File: src/rtl/ln_app_scheduler.sv
// Round-robin scheduler sharing one LayerNorm apply unit between N_REQ statistics producers.
// Latches the winner's mu/inv_std/tag, pulses start, waits for valid (or timeout), then responds.
//
// state | meaning
// IDLE  | waiting for a request while the unit is not busy
// ISSUE | start pulse is high, timeout counter cleared
// RUN   | unit computing, counting towards timeout
// RESP  | response held until the consumer accepts it
module ln_app_scheduler #(
    parameter int N_REQ          = 2,
    parameter int MU_WIDTH       = 24,
    parameter int INV_STD_WIDTH  = 24,
    parameter int TAG_WIDTH      = 4,
    parameter int TIMEOUT_CYCLES = 1023
) (
    input  logic                             clk,
    input  logic                             rst,
    input  logic [N_REQ-1:0]                 req_valid_in,
    output logic [N_REQ-1:0]                 req_ready_out,
    input  logic [N_REQ*MU_WIDTH-1:0]        req_mu_in,
    input  logic [N_REQ*INV_STD_WIDTH-1:0]   req_inv_std_in,
    input  logic [N_REQ*TAG_WIDTH-1:0]       req_tag_in,
    output logic                             app_start_out,
    output logic [MU_WIDTH-1:0]              app_mu_out,
    output logic [INV_STD_WIDTH-1:0]         app_inv_std_out,
    output logic [$clog2(N_REQ)-1:0]         app_sel_out,
    input  logic                             app_busy_in,
    input  logic                             app_valid_in,
    output logic                             rsp_valid_out,
    input  logic                             rsp_ready_in,
    output logic [$clog2(N_REQ)-1:0]         rsp_id_out,
    output logic [TAG_WIDTH-1:0]             rsp_tag_out,
    output logic                             rsp_err_out,
    output logic                             err_sticky_out
);

    localparam int SEL_W = $clog2(N_REQ);
    localparam int CNT_W = $clog2(TIMEOUT_CYCLES + 1);
    localparam logic [CNT_W-1:0] TIMEOUT_VAL = CNT_W'(TIMEOUT_CYCLES);
    localparam logic [SEL_W-1:0] LAST_RESET  = SEL_W'(N_REQ - 1);

    typedef enum logic [1:0] {S_IDLE, S_ISSUE, S_RUN, S_RESP} state_t;

    state_t state, state_nxt;

    logic [SEL_W-1:0]         last_grant;
    logic [SEL_W-1:0]         grant_idx;
    logic [SEL_W-1:0]         cand_idx;
    logic                     grant_found;
    logic                     accept;
    logic                     run_valid;
    logic                     run_timeout;
    logic                     rsp_accept;
    logic [CNT_W-1:0]         cnt;
    logic [MU_WIDTH-1:0]      mu_sel;
    logic [INV_STD_WIDTH-1:0] inv_sel;
    logic [TAG_WIDTH-1:0]     tag_sel;

    // Rotating-priority search starting just after the previous winner
    always_comb begin
        grant_found = 1'b0;
        grant_idx   = '0;
        cand_idx    = '0;
        for (int k = 1; k <= N_REQ; k++) begin
            cand_idx = SEL_W'((int'(last_grant) + k) % N_REQ);
            if (!grant_found && req_valid_in[cand_idx]) begin
                grant_found = 1'b1;
                grant_idx   = cand_idx;
            end
        end
    end

    always_comb begin
        mu_sel  = '0;
        inv_sel = '0;
        tag_sel = '0;
        for (int i = 0; i < N_REQ; i++) begin
            if (grant_idx == SEL_W'(i)) begin
                mu_sel  = req_mu_in[i*MU_WIDTH +: MU_WIDTH];
                inv_sel = req_inv_std_in[i*INV_STD_WIDTH +: INV_STD_WIDTH];
                tag_sel = req_tag_in[i*TAG_WIDTH +: TAG_WIDTH];
            end
        end
    end

    always_ff @(posedge clk or posedge rst) begin
        if (rst) state <= S_IDLE;
        else     state <= state_nxt;
    end

    always_comb begin
        state_nxt     = state;
        req_ready_out = '0;
        accept        = 1'b0;
        run_valid     = 1'b0;
        run_timeout   = 1'b0;
        rsp_accept    = 1'b0;
        case (state)
            S_IDLE: begin
                if (grant_found && !app_busy_in) begin
                    req_ready_out[grant_idx] = 1'b1;
                    accept    = 1'b1;
                    state_nxt = S_ISSUE;
                end
            end
            S_ISSUE: state_nxt = S_RUN;
            S_RUN: begin
                // A valid arriving on the timeout cycle still counts as success
                if (app_valid_in) begin
                    run_valid = 1'b1;
                    state_nxt = S_RESP;
                end else if (cnt == TIMEOUT_VAL) begin
                    run_timeout = 1'b1;
                    state_nxt   = S_RESP;
                end
            end
            S_RESP: begin
                if (rsp_ready_in) begin
                    rsp_accept = 1'b1;
                    state_nxt  = S_IDLE;
                end
            end
            default: state_nxt = S_IDLE;
        endcase
    end

    always_ff @(posedge clk or posedge rst) begin
        if (rst) begin
            last_grant      <= LAST_RESET;
            app_start_out   <= 1'b0;
            app_mu_out      <= '0;
            app_inv_std_out <= '0;
            app_sel_out     <= '0;
            rsp_tag_out     <= '0;
            rsp_valid_out   <= 1'b0;
            rsp_err_out     <= 1'b0;
            err_sticky_out  <= 1'b0;
            cnt             <= '0;
        end else begin
            app_start_out <= accept;
            if (accept) begin
                app_mu_out      <= mu_sel;
                app_inv_std_out <= inv_sel;
                app_sel_out     <= grant_idx;
                rsp_tag_out     <= tag_sel;
                last_grant      <= grant_idx;
            end
            if (state == S_ISSUE) cnt <= '0;
            else if (state == S_RUN) cnt <= cnt + 1'b1;
            if (run_valid || run_timeout) begin
                rsp_valid_out <= 1'b1;
                rsp_err_out   <= run_timeout;
            end else if (rsp_accept) begin
                rsp_valid_out <= 1'b0;
                rsp_err_out   <= 1'b0;
            end
            if (run_timeout) err_sticky_out <= 1'b1;
        end
    end

    assign rsp_id_out = app_sel_out;

endmodule
File: config.mk
export PLATFORM = sky130hd
export DESIGN_NAME = ln_app_scheduler
export DESIGN_NICKNAME = d
export VERILOG_FILES = /design/src/rtl/ln_app_scheduler.sv
export SDC_FILE = /design/constraint.sdc
export NUM_CORES = 1
export LEC_CHECK = 0
export ABC_AREA = 1
export CAP_MARGIN = 20
export CORE_UTILIZATION = 44
export CTS_BUF_LIST = sky130_fd_sc_hd__clkbuf_8
export CTS_CLUSTER_SIZE = 40
export DETAILED_ROUTE_END_ITERATION = 8
export PLACE_DENSITY = 0.95
export SLEW_MARGIN = 25
export SYNTH_ARGS = -nofsm -noshare
export SYNTH_HDL_FRONTEND = slang
export SYNTH_SLANG_ARGS = --single-unit
File: constraint.sdc
create_clock -name clk -period 3.1 [get_ports clk]
set_input_delay 0.465 -clock clk [delete_from_list [all_inputs] [get_ports clk]]
set_output_delay 0.465 -clock clk [all_outputs]
set_load 0.01 [all_outputs]
* Word-level counts from Yosys, hierarchy flattened *
Cells that the tools add are included.

word-level totals
  output and inout bits = 60
  bits of input ports = 111
  word-level logic and storage cells = 69
  register bits after elaboration = 70

operators by class
  mux-type cells = 34
  magnitude comparators = 4
  reductions and logical operators = 10
  equal/unequal tests = 7
  add/sub/neg operators = 3

operators with widths
  operator               number
  $mux 24                2
  $mux 1                 21
  $mux 10                2
  $mux 2                 6
  $add 10x1->10 const B  1
  $eq 10x10->1 const B   1
  $pmux 2 s4             1
  $lt 1x2->1 const B     3
  $eq 2x2->1 const B     2
  $mux 4                 1
  $ne 2x2->1 const B     2
  $reduce_bool 2->1      2
  $logic_and 1x1->1      3
  $ne 3x3->1 const B     1
  $reduce_and 3->1       1
  $add 1x1->1 const B    2
  $eq 2x1->1 const B     1
  $logic_not 1->1        2
  $logic_not 2->1        1
  $demux 1 s1            1
  $ge 1x1->1 const B     1
  $logic_or 1x1->1       1

* Longest topological paths before layout *
Gate-level depths: netlist (run 1).

  word-level depth = 13
  mapped depth = 10

* Worst setup path after synthesis (run 1) *
OpenSTA, ideal clock, no wires.

  path kind = flip-flop to output port
  start = register state[0]
  end = output port req_ready_out[1]
  data arrival time = 1.133 ns
  data required time = 2.635 ns
  slack = 1.502 ns
  stages on the path, launching flop included = 6
  cells stage by stage = dfrtp_1 > inv_1 > ha_1 > nand2_4 > nor2_4 > buf_2

between the ends
  word-level cells in the longest chain between the ends = 2

RTL lines
  item                    RTL line  source
  from (decl)             44        state_t state, state_nxt;
  from (signal assigned)  88        else state <= state_nxt;
  $logic_not 2->1         98        case (state)
  $mux 2                  98
  to (decl)               19        output logic [N_REQ-1:0] req_ready_out,

No other way between the ends.

* Final worst setup path (run 1) *
  start = input port req_valid_in[0]
  end = output port req_ready_out[0]

between the ends
  word-level cells in the longest chain between the ends = 12
  elaborated cells on any way between the ends = 18

RTL lines
  item                                                            RTL line  source
  from (decl)                                                     18        input logic [N_REQ-1:0] req_valid_in,
  $mux 1 (implied by the code) (2 in series)                      66        if (!grant_found && req_valid_in[cand_idx]) begin
  $mux 1                                                          66
  $logic_not 1->1                                                 66
  $logic_and 1x1->1                                               66
  $mux 1                                                          66
  $lt 1x2->1 (implied by the code) or $ge 1x1->1 (tied branches)  101       req_ready_out[grant_idx] = 1'b1;
  $logic_and 1x1->1 (implied by the code)                         101
  $mux 1 (implied by the code)                                    101
  $demux 1 s1                                                     101
  $mux 2 (*)                                                      100       if (grant_found && !app_busy_in) begin
  $mux 2 (*)                                                      98

Mark *: on every way between the ends. The rest lies on a longest branch, timed or not. The select of a mux whose other input is x is not followed.

==> summary.md, run 1 <==
| Metric | Value |
|---|---|
| Slew @ Worst Pin | 0.689 ns |
| Syn Inst Count | ~410 |
| CP max stage delay | ~0.56 ns |
| Rows | 30 |
| Setup Buffers After CTS | 0 |
| FF+latch count, synth | 70 |
| Endpoints failing hold | 0 |
| Startpoint types | input port |
| Worst Path Required | about 2.6 ns |
| Area leader, netlist | dfrtp_1 |
| Max-cap violation count | 0 |
| Vias per inst | 4.90 |
| DRT iter0 DRCs | about 170 |
| Post-synthesis sequential area ratio | ~54% |
| Die Y | about 88 um |
| PwrDens | between 700 and 800 nW/um2 |
| GRT Util Overall | 24.4% |
| Worst min-delay path class | register to register |
| Largest net degree at the start of global routing | between 50 and 60 |
| CTS Buffer Depth | 2 |
| VDD IR-drop max | ~480 uV |
| Slew headroom | around 54% |
| Library cells used by synthesis | 19 |
| Setup crit end kind | output pin |
| Clock transition at path regs | 0.07 ns |
| CP Buf/Inv Count | 2 |
| Top post-synthesis cells by area | dfrtp_1, nand2_1, nand3_1 |
| Clock Tree Root | clkbuf_8 |
| YS warnings | 0 |
| Clock Skews | slightly above 0.009 ns |
| Critical Path AT | 2.03 ns |
| Vias | 3,319 |
| Highest clock rate | between 400 and 500 MHz |
| Clk sink count | 70 |
| Post-DR wirelength/cell | ~14 um |
| Cts hold-fix bufs | 0 |
| Syn_nets | around 530 |
| Leak Pwr | 0.00237 uW |
| Cell Chain, Critical Path | clkdlybuf4s50_1, nor2_1, nor2_4, nand2_4, nor2_4, clkdlybuf4s50_1 |
| Iteration count of the initial detailed-routing pass | 4 |
| PostCTS Resize Cnt | 0 |
| CTS Buf Count | 9 |
| TritonCTS clock tree | yes |
| Clk Latency, worst-skew pair | about 0.33 ns |
| Boundary pin count | 171 |
| Area grow syn2layout | 59.2% |
| Die width | slightly below 90 um |
| H-tree lvl count | 3 |
| Setup TNS | 0 ns |
| Share of the synthesized area in the top cell type | 53.1% |
| DRT antenna net count | 0 |
| Core area | around 7000 um2 |
| Drt drc | 0 |
| Die area | a little under 8000 um2 |
| RSZ-0062 raised after global routing | false |
| Final net count | between 600 and 700 |
| Total wire length | just under 10,000 um |
| Number of antenna violations at the first check in global routing | 0 |
| Max-slew violation count | 0 |
| Setup Viol. Count Final | 0 |
| Status | completed |
| Post-DP HPWL | between 7000 and 8000 um |
| Setup WS post-layout | 0.609 ns |
| Worst setup path class | input port to output pin |
| Crit-path slowest cell | clkdlybuf4s50_1 |
| Crit share post-route | about four fifths |
| Layout cells sized above 1 | 4.48% |
| Placer Congestion | ~0.88 |
| Syn avg cell area | 7.96 um2 |
| Post-Place Worst Slack | approximately 0.60 ns |
| First-pass GRT wire length | around 14,000 um |
| # port buffers | 170 |
| Min Tclk post-route | 2.49 ns |
| Core Util, Final | around 74% |
| Ant. Diodes | 0 |
| Netlist Area Pre-Place | about 3300 um2 |
| CP max FO | 22 |
| Vias in the first global route | about 3,200 |
| CP top delay family | buffers and inverters |
| Starting Density | 46.6% |
| GRT overflow | 0 |
==> Yosys cell counts <==
cell type  number
ha_1            6
a21oi_1         3
dfstp_2         1
nand3_1        61
nor2_1         18
buf_2          14
inv_1          23
or2_2           2
nor3_1          4
buf_4           3
o21ai_0         6
nor2_4          3
xor2_1          1
dfrtp_1        69
a21boi_0        1
nand2_1       191
buf_6           1
o21bai_1        1
nand2_4         1
==> report_power, final <==
part	switching [uW]	total, uW	internal [uW]
combinational	899	1910	1010
clock	332	635	303
sequential	217	1510	1290
total	1450	4050	2600
==> flip-flops by register name, summed over array words and instances (netlist names) <==
register / count
app_inv_std_out: 24
app_mu_out: 24
app_sel_out: 1
app_start_out: 1
cnt: 10
err_sticky_out: 1
last_grant: 1
rsp_err_out: 1
rsp_tag_out: 4
rsp_valid_out: 1
state: 2
==> cell usage in the layout (no fill, tap or decap), drive strengths merged <==
master / Yosys / layout
xor2: 1 / 1
nand2: 192 / 192
buf: 18 / 4
clkbuf: 0 / 10
or2: 2 / 2
clkdlybuf4s50: 0 / 170
inv: 23 / 25
nand3: 61 / 61
a21oi: 3 / 3
o21ai: 6 / 6
dfrtp: 69 / 69
o21bai: 1 / 1
nor2: 21 / 21
a21boi: 1 / 1
nor3: 4 / 4
clkinv: 0 / 3
clkinvlp: 0 / 1
dfstp: 1 / 1
ha: 6 / 6
==> worst min-delay path, delay by kind of cell (launching register included) <==
kind	cells	cell delay [ns]
flops	1	0.38
simple gates	2	0.11
==> path summary, 6_finish.rpt <==
path | startpoint | end | slack (ns) | cells past startpoint
setup reg to reg | state[0] | app_mu_out[5] | 1.15 | 7
hold / removal | last_grant | last_grant | 0.49 | 2
hold reg to reg | last_grant | last_grant | 0.49 | 2
max in group asynchronous | rst | last_grant | 1.82 | 3
min in group asynchronous | rst | app_inv_std_out[21] | 0.57 | 2
setup / recovery | req_valid_in[0] | req_ready_out[0] | 0.61 | 6
==> per-stage QoR <==
step,instances,instance area [um2],power (uW),hold WS (ns)
5_1_grt,677,5180,4320,0.503
2_1_floorplan,409,3250,2420,0.447
4_1_cts,677,5180,4080,0.497
6_report,677,5180,4050,0.489
3_5_place_dp,661,5010,3430,0.480
3_3_place_gp,661,5010,3350,0.467
==> area by class of cell <==
cell class | instances | area, um2
Timing Repair Buffer | 174 | 1740
Fill cell | 486 | 1800
Clock inverter | 6 | 30.0
Sequential cell | 70 | 1750
Clock buffer | 10 | 138
Multi-Input combinational cell | 298 | 1310
Tap cell | 96 | 120
Inverter | 23 | 86.3
==> cell families (layout without fill, tap and decap cells) <==
group / after synthesis / in the layout / synth area share [%]
compound gates: 11 / 11 / 1.85
xor+xnor: 1 / 1 / 0.269
fa+ha+maj: 6 / 6 / 2.31
buf+inv: 41 / 213 / 5.84
flops: 70 / 70 / 53.9
simple gates: 280 / 280 / 35.9
==> routing by layer <==
metal / routed length, um / vias to the layer above / GRT usage (%) / share of wire (%)
met4: 220 / 0 / 10.1 / 2.3
met3: 664 / 20 / 5.28 / 6.9
met5: 0 / - / 0 / 0
met1: 3710 / 1536 / 27.0 / 38
li1: - / 1612 / - / -
met2: 5070 / 151 / 45.0 / 52
(Power assumes the default switching activity.)
==> run 2: changes to the inputs <==
CORE_UTILIZATION = 41   (was 44)
PLACE_DENSITY = 0.9   (was 0.95)
clock period = 2.6 ns   (was 3.1 ns; I/O delays follow)
==> run 2 against run 1 <==
Net effect: via count grew 0.24%; worst setup slack lost 0.32 ns; core utilization shrank 6.2 points; clock skew shrank 0.00052 ns; cell count grew 1.0%.
==> summary.md, run 2 (synthesis results as in run 1) <==
| Metric | Value |
|---|---|
| Status | completed |
| Endpoints failing hold | 0 |
| Worst setup path class | register to output pin |
| RSZ-0062 raised after global routing | false |
| Cell Chain, Critical Path | inv_1, ha_1, nand2_4, nor2_4, clkdlybuf4s50_1 |
| Largest net degree at the start of global routing | 54 |
| Final net count | ~690 |
| Number of antenna violations at the first check in global routing | 0 |
| Min Tclk post-route | approximately 2.3 ns |
| Crit path from | state[0] |
| Worst min-delay path class | input port to asynchronous set/reset pin |
| PwrDens | around 950 nW/um2 |
| Startpoint types | register |
| Ant. Diodes | 0 |
| DRT antenna net count | 0 |
| Core Util, Final | 68.0% |
| H-tree lvl count | 3 |
| R2r setup slk | approximately 0.76 ns |
| Internal power | about 3200 uW |
| Vias per inst | between 4 and 5 |
| Core area | 7690 um2 |
| Met1 usage | roughly 28% |
| Iteration count of the initial detailed-routing pass | 4 |
| GRT Util Overall | a little under a quarter |
| # port buffers | 170 |
| Setup crit end kind | output pin |
| NetSw | 1740 uW |
| Vias | between 3,000 and 4,000 |
| GR Util met2 | slightly above 40% |
| Commonest non-fill, non-tap cell in the layout | nand2_1 |
| Highest clock rate | roughly 430 MHz |
| Top Registers | app_inv_std_out x24, app_mu_out x24, cnt x10 |
| R2r startpoint | state[0] |
| Reg2reg end | app_inv_std_out[13] |
| Placer Congestion | ~0.90 |
| Slew headroom | between 60% and 70% |
| PostCTS Resize Cnt | 0 |
| DRT iter0 DRCs | roughly 150 |
| Setup Viol. Count Final | 0 |
| Seq pwr share | 36.5% |
| Setup Buffers After CTS | 0 |
| CP max stage delay | 0.55 ns |
| Crit-path slowest cell | clkdlybuf4s50_1 |
| Critical Path AT | ~1.9 ns |
| Switching portion of total power | approximately a third |
| CTS Buf Count | 9 |
| Drt drc | 0 |
| Die width | around 91 um |
| Max-slew violation count | 0 |
| Area grow syn2layout | 60.7% |
| Cts hold-fix bufs | 0 |
| Clock Skews | about 0.0086 ns |
| CP max FO | 13 |
| Clk sink count | 70 |
| GRT busiest layer | met2 |
| Clock transition at path regs | roughly 0.070 ns |
| Clock Tree Root | clkbuf_8 |
| Crit share post-route | 89.0% |
| First-pass GRT wire length | around 15,000 um |
| Max-cap violation count | 0 |
| M3 GR Usage | around 4.1% |
| Die area | 8300 um2 |
| Commonest cells after routing, fill and taps aside | nand2_1, clkdlybuf4s50_1, dfrtp_1 |
| Starting Density | between 40 and 50% |
| CTS Buffer Depth | 2 |
| Clk Latency, worst-skew pair | roughly 0.33 ns |
| Post-DR wirelength/cell | 13.9 um |
| Reg2Reg Depth | 7 |
| TritonCTS clock tree | yes |
| Total wire length | around 9500 um |
| Post-DP HPWL | between 7000 and 8000 um |
| Logic pwr share | a little under half |
| Clock share of power | 17.7% |
| Die Y | about 90 um |
| Worst Path Required | 2.21 ns |
| VDD IR-drop max | 483 uV |
| Boundary pin count | between 150 and 200 |
| Rows | 32 |
| Layout cells sized above 1 | approximately 5.0% |
| GRT overflow | 0 |
| Slew @ Worst Pin | 0.548 ns |
| Vias in the first global route | between 3,000 and 4,000 |
| Setup TNS | 0 ns |
| Leak Pwr | between 0.002 and 0.0025 uW |
==> run 2: cell types whose count changed in the layout (fill, tap and decap cells not counted) <==
cell,delta
buf_4,+1
bufinv_16,+1
clkinv_4,+1
inv_1,-2
==> run 2: routing by layer <==
layer	vias to the layer above	wire [um]
met5	-	0
li1	1611	-
met4	0	303
met1	1575	3750
met3	26	487
met2	115	4970
==> run 2: stage by stage <==
step / hold slack (ns) / power, uW / setup WS [ns] / std cells / cell area (um2)
after detailed placement: 0.460 / 4110 / 0.347 / 668 / 5030
final: 0.417 / 4950 / 0.286 / 684 / 5230
after floorplan: 0.447 / 2880 / 0.443 / 409 / 3250
after CTS: 0.417 / 5010 / 0.261 / 684 / 5230
after global placement: 0.450 / 4010 / 0.378 / 668 / 5030
after global routing: 0.484 / 5290 / 0.172 / 684 / 5230
==> run 2: critical path, delay by kind of cell (launching register included) <==
kind                       cells  cell delay, ns
buffers and inverters          2            0.68
DFF                            1            0.42
and+or+nand+nor                2            0.26
adders and majority gates      1            0.23
==> run 2: power groups by stage <==
stage	combinational, uW	clock, uW	sequential, uW
after global placement	2220	0	1800
after floorplan	905	0	1980
after detailed placement	2280	0	1830
final	2260	878	1810
after CTS	2290	909	1810
after global routing	2470	957	1860
==> run 2: layout make-up <==
type,count,area [um2]
flip-flops and latches,70,1750
clock inverters,6,61.3
well taps,102,128
multi-input cells,298,1310
clock buffers,10,138
inverters,23,86.3
repair buffers,175,1750
fillers,597,2460
==> run 2: how the worst max path moves through the flow <==
stage,end
2_1_floorplan,app_inv_std_out[0]
3_3_place_gp,req_ready_out[0]
3_5_place_dp,req_ready_out[0]
4_1_cts,req_ready_out[0]
5_1_grt,req_ready_out[0]
6_report,req_ready_out[0]
